===== src/rtl/product_accumulator.sv =====
// Sums frames of LEN 4-bit multiplier products into an ACC_W-bit result with valid/ready output.
// Define PRODUCT_ACC_SATURATE_EN to clamp on overflow instead of wrapping.
module product_accumulator #(
  parameter int unsigned ACC_W = 8,
  parameter int unsigned LEN   = 4
) (
  input  logic             i_clk,
  input  logic             i_rst,
  input  logic             i_clr,
  input  logic             i_in_valid,
  output logic             o_in_ready,
  input  logic [3:0]       i_p,
  output logic             o_out_valid,
  input  logic             i_out_ready,
  output logic [ACC_W-1:0] o_sum,
  output logic             o_ovf
);

  typedef enum logic {StAccum, StHold} state_e;

  state_e           r_state;
  state_e           w_state_nxt;
  logic [ACC_W-1:0] r_acc;
  logic [ACC_W-1:0] w_acc_nxt;
  logic [3:0]       r_cnt;
  logic [3:0]       w_cnt_nxt;
  logic             r_ovf;
  logic             w_ovf_nxt;

  logic [ACC_W:0]   w_sum_ext;
  logic             w_carry;
  logic [ACC_W-1:0] w_add;
  logic             w_accept;

  assign o_in_ready  = (r_state == StAccum) && !i_rst;
  assign o_out_valid = (r_state == StHold);
  assign o_sum       = r_acc;
  assign o_ovf       = r_ovf;

  assign w_accept  = i_in_valid && o_in_ready;
  assign w_sum_ext = {1'b0, r_acc} + (ACC_W+1)'(i_p);
  assign w_carry   = w_sum_ext[ACC_W];

`ifdef PRODUCT_ACC_SATURATE_EN
  // Once at all-ones, any nonzero add carries again, so the clamp is self-sustaining.
  assign w_add = w_carry ? {ACC_W{1'b1}} : w_sum_ext[ACC_W-1:0];
`else
  assign w_add = w_sum_ext[ACC_W-1:0];
`endif

  always_comb begin
    w_state_nxt = r_state;
    w_acc_nxt   = r_acc;
    w_cnt_nxt   = r_cnt;
    w_ovf_nxt   = r_ovf;
    if (i_clr) begin
      w_state_nxt = StAccum;
      w_acc_nxt   = '0;
      w_cnt_nxt   = '0;
      w_ovf_nxt   = 1'b0;
    end else begin
      unique case (r_state)
        StAccum: begin
          if (w_accept) begin
            w_acc_nxt = w_add;
            w_cnt_nxt = r_cnt + 4'd1;
            w_ovf_nxt = r_ovf | w_carry;
            if (r_cnt == 4'(LEN - 1)) w_state_nxt = StHold;
          end
        end
        StHold: begin
          if (i_out_ready) begin
            w_state_nxt = StAccum;
            w_acc_nxt   = '0;
            w_cnt_nxt   = '0;
            w_ovf_nxt   = 1'b0;
          end
        end
        default: w_state_nxt = StAccum;
      endcase
    end
  end

  always_ff @(posedge i_clk) begin
    if (i_rst) begin
      r_state <= StAccum;
      r_acc   <= '0;
      r_cnt   <= '0;
      r_ovf   <= 1'b0;
    end else begin
      r_state <= w_state_nxt;
      r_acc   <= w_acc_nxt;
      r_cnt   <= w_cnt_nxt;
      r_ovf   <= w_ovf_nxt;
    end
  end

endmodule


===== config.mk =====
export PLATFORM = sky130hd
export DESIGN_NAME = product_accumulator
export DESIGN_NICKNAME = d
export VERILOG_FILES = /design/src/rtl/product_accumulator.sv
export SDC_FILE = /design/constraint.sdc
export NUM_CORES = 1
export LEC_CHECK = 0
export CELL_PAD_IN_SITES_DETAIL_PLACEMENT = 1
export CELL_PAD_IN_SITES_GLOBAL_PLACEMENT = 2
export CORE_MARGIN = 3
export CORE_UTILIZATION = 34
export DETAILED_ROUTE_END_ITERATION = 12
export DONT_BUFFER_PORTS = 1
export PLACE_DENSITY = 0.84
export SKIP_CTS_REPAIR_TIMING = 1
export SLEW_MARGIN = 30
export SYNTH_ARGS = -nofsm -noshare
export SYNTH_HDL_FRONTEND = slang
export SYNTH_SLANG_ARGS = --single-unit

===== constraint.sdc =====
create_clock -name i_clk -period 2.1 [get_ports i_clk]
set_clock_uncertainty 0.1 [all_clocks]
set_input_delay 0.42 -clock i_clk [delete_from_list [all_inputs] [get_ports i_clk]]
set_output_delay 0.42 -clock i_clk [all_outputs]
set_load 0.02 [all_outputs]

==> flow_summary.yaml <==
floorplanning:
  coreArea_sq_um: 2000
  die_h_um: 52.5
  dieArea_sq_um: 2750
  start_util_pct: 36.7
  dieWidth_um: 52.5
  design.portCount: 20
  rows: 16
drt:
  vias: 638
  via_per_inst: 5.60
  wire_per_inst_um: 15.3
  drt_iter0_drc: 11
  drt_first_pass_iters: 4
  ant_nets: 0
  drc: 0
  drt-total-wl_um: 1750
logic_synthesis:
  synth_enable_flop_cells: 0
  ys_async_sr_fraction_pct: 0
  ys_seq_area_share_pct: 38.2
  netlist_top_cells_count: "dfxtp_1 (14), nor2_1 (12), a21oi_1 (10)"
  syn-mean-instance-area_sq_um: 8.85
  synth_ff_type: "dfxtp_1"
  syn-num-nets: 98
  synthCells: 83
  synth_warnings: 0
  synth_cell_types: 27
  synth_top_area_share_pct: 38.2
  synth.largest_area_cell: "dfxtp_1"
  ys_seq_elements: 14
  synthTopCellsByArea: "dfxtp_1 (38%), ha_1 (8.5%), a21oi_1 (6.8%)"
  syn_area_sq_um: 734
  synth_most_common_cell: "dfxtp_1"
worst_setup_path:
  path_buf_inv: 0
  crit_path_end_kind: "flop"
  reg2reg_setup_slack_ns: 0.17
  critPathMaxStageDelay_ns: 0.41
  path_max_fanout: 5
  path_class: "reg -> reg"
  critical_path.startpoint_type: "flop"
  worstPathRequired_ns: 2.19
  worstPathArrival_ns: 2.02
  cp_cell_sequence: "ha_1 -> fa_1 -> a21o_1 -> a21oi_1 -> nor4_1 -> o21a_1"
  path_delay_family: "compound AO/OA/AOI/OAI gates"
  crit_slowest_cell: "fa_1"
clock_tree:
  path_clk_slew_ns: 0.09
  htreeDepth: 1
  clock_latency_ns: 0.28
  cts_tree: "done"
  cts_sinks: 14
  clock_path_buffers: 2
  cts_root_buf: "clkbuf_4"
  cts_buffers: 3
timing:
  fmax_mhz: 518
  slew_headroom_pct: 57.3
  setup_tns_ns: 0
  hold_viol: 0
  min_period_ns: 1.93
  rsz0062_at_grt: "false"
  tightest_slew_ns: 0.640
  post-route-period-util_pct: 91.9
  drv_slew: 0
  setup_viol: 0
global_route:
  grt_pass1_wl_um: 2920
  grt_pass1_vias: 622
  gr-total-overflow: 0
  grt_max_degree: 18
  grt.total_usage_pct: 14.4
  antenna_found_initial: 0
min_path:
  hold_class: "in -> reg"
power_and_ir_drop:
  p_per_area_nw_per_um2: 635
  finalPower_uw: 518
  vdd_ir_drop_max_uv: 333
  power_leakage_nw: 0.316
finish:
  area_delta_synth_final_pct: 11.1
  num_antenna_cells: 0
  drive_gt1_share_pct: 13.8
  n_fill_cell: 247
  nets: 103
job:
  maxCapViolCount: 0
placement:
  gp_congestion: 0.731
  place.port_buffers: 0
  dp_hpwl_um: 1340
run_status:
  status: "completed"
## power breakdown
part	switching, mW	internal [mW]	total, mW
Combinational	0.0288	0.0201	0.0488
Sequential	0.00473	0.268	0.273
Clock	0.0911	0.106	0.197
## area by class of cell
class | count | area, sq um | area share (%)
clock buffers | 4 | 36.3 | 4.45
inverters | 2 | 7.51 | 0.920
multi-input cells | 64 | 435 | 53.4
flip-flops and latches | 14 | 280 | 34.4
well taps | 27 | 33.8 | 4.14
repair buffers | 3 | 22.5 | 2.76
## cells in the final DEF, fill, tap and decap left out
| cell | count |
|---|---|
| dfxtp_1 | 14 |
| nor2_1 | 12 |
| a21oi_1 | 10 |
| ha_1 | 5 |
| a22oi_1 | 4 |
| o21ai_0 | 3 |
| o31ai_1 | 3 |
| or4_1 | 3 |
| clkbuf_4 | 3 |
| buf_4 | 3 |
| or2_2 | 2 |
| a21o_1 | 2 |
| a211o_1 | 2 |
| o21a_1 | 2 |
| inv_1 | 2 |
| nand3_1 | 2 |
| or3_1 | 2 |
| nand2_1 | 2 |
| nor3b_4 | 1 |
| and2_1 | 1 |
| nor2_2 | 1 |
| or3b_2 | 1 |
| xor2_1 | 1 |
| xnor2_1 | 1 |
| nor3_1 | 1 |
| a32oi_1 | 1 |
| nor4_1 | 1 |
| fa_1 | 1 |
| clkbuf_8 | 1 |
## routing by layer
layer | wire length [um] | share of wire [%] | global-route usage (%) | up-vias
met4 | 0 | 0 | 2.55 | 0
met2 | 827 | 47 | 22.7 | 19
met3 | 121 | 6.9 | 6.55 | 0
met1 | 798 | 46 | 18.1 | 302
li1 | - | - | - | 317
met5 | 0 | 0 | 0 | -
## registers in the layout, summed over array words and instances, names as in the netlist
signal and count:
o_ovf 1, o_out_valid 1, o_sum 8, r_cnt 4
## metrics by stage
step | utilization, % | setup WS [ns] | hold slack (ns) | cell area [sq um] | instances
2_1_floorplan | - | 0.227 | 0.359 | 734 | 83
3_3_place_gp | 38.9 | 0.134 | 0.379 | 779 | 110
3_5_place_dp | 38.9 | 0.0409 | 0.398 | 779 | 110
4_1_cts | 40.8 | 0.153 | 0.241 | 816 | 114
5_1_grt | 40.8 | 0.0352 | 0.258 | 816 | 114
6_report | 40.8 | 0.170 | 0.235 | 816 | 114
## logic make-up (layout without fill, tap and decap cells)
logic type | count (synthesis) | after routing | synth area share (%)
and+or+nand+nor | 29 | 29 | 22.0
AOI/OAI and AO/OA | 27 | 27 | 23.7
DFF | 14 | 14 | 38.2
adders and majority gates | 6 | 6 | 11.2
xor gates and xnor gates | 2 | 2 | 2.39
buffers and inverters | 5 | 9 | 2.56
## path summary, 6_finish.rpt
check	depth (start not counted)	to	startpoint
min	3	o_out_valid$_SDFF_PP0_	i_out_ready
max reg2reg	6	o_ovf$_SDFFE_PP0P_	o_sum[0]$_SDFFE_PP0P_
max	6	o_ovf$_SDFFE_PP0P_	o_sum[0]$_SDFFE_PP0P_
min reg2reg	2	r_cnt[3]$_SDFFE_PP0P_	r_cnt[3]$_SDFFE_PP0P_
## worst register-to-register path: cells and delay by family (launching register included)
kind            cells  cell delay (ns)
compound gates      3             0.68
fa+ha+maj           2             0.63
flops               1             0.32
simple gates        1             0.10
No activity file was read; power rests on OpenSTA's default activity.
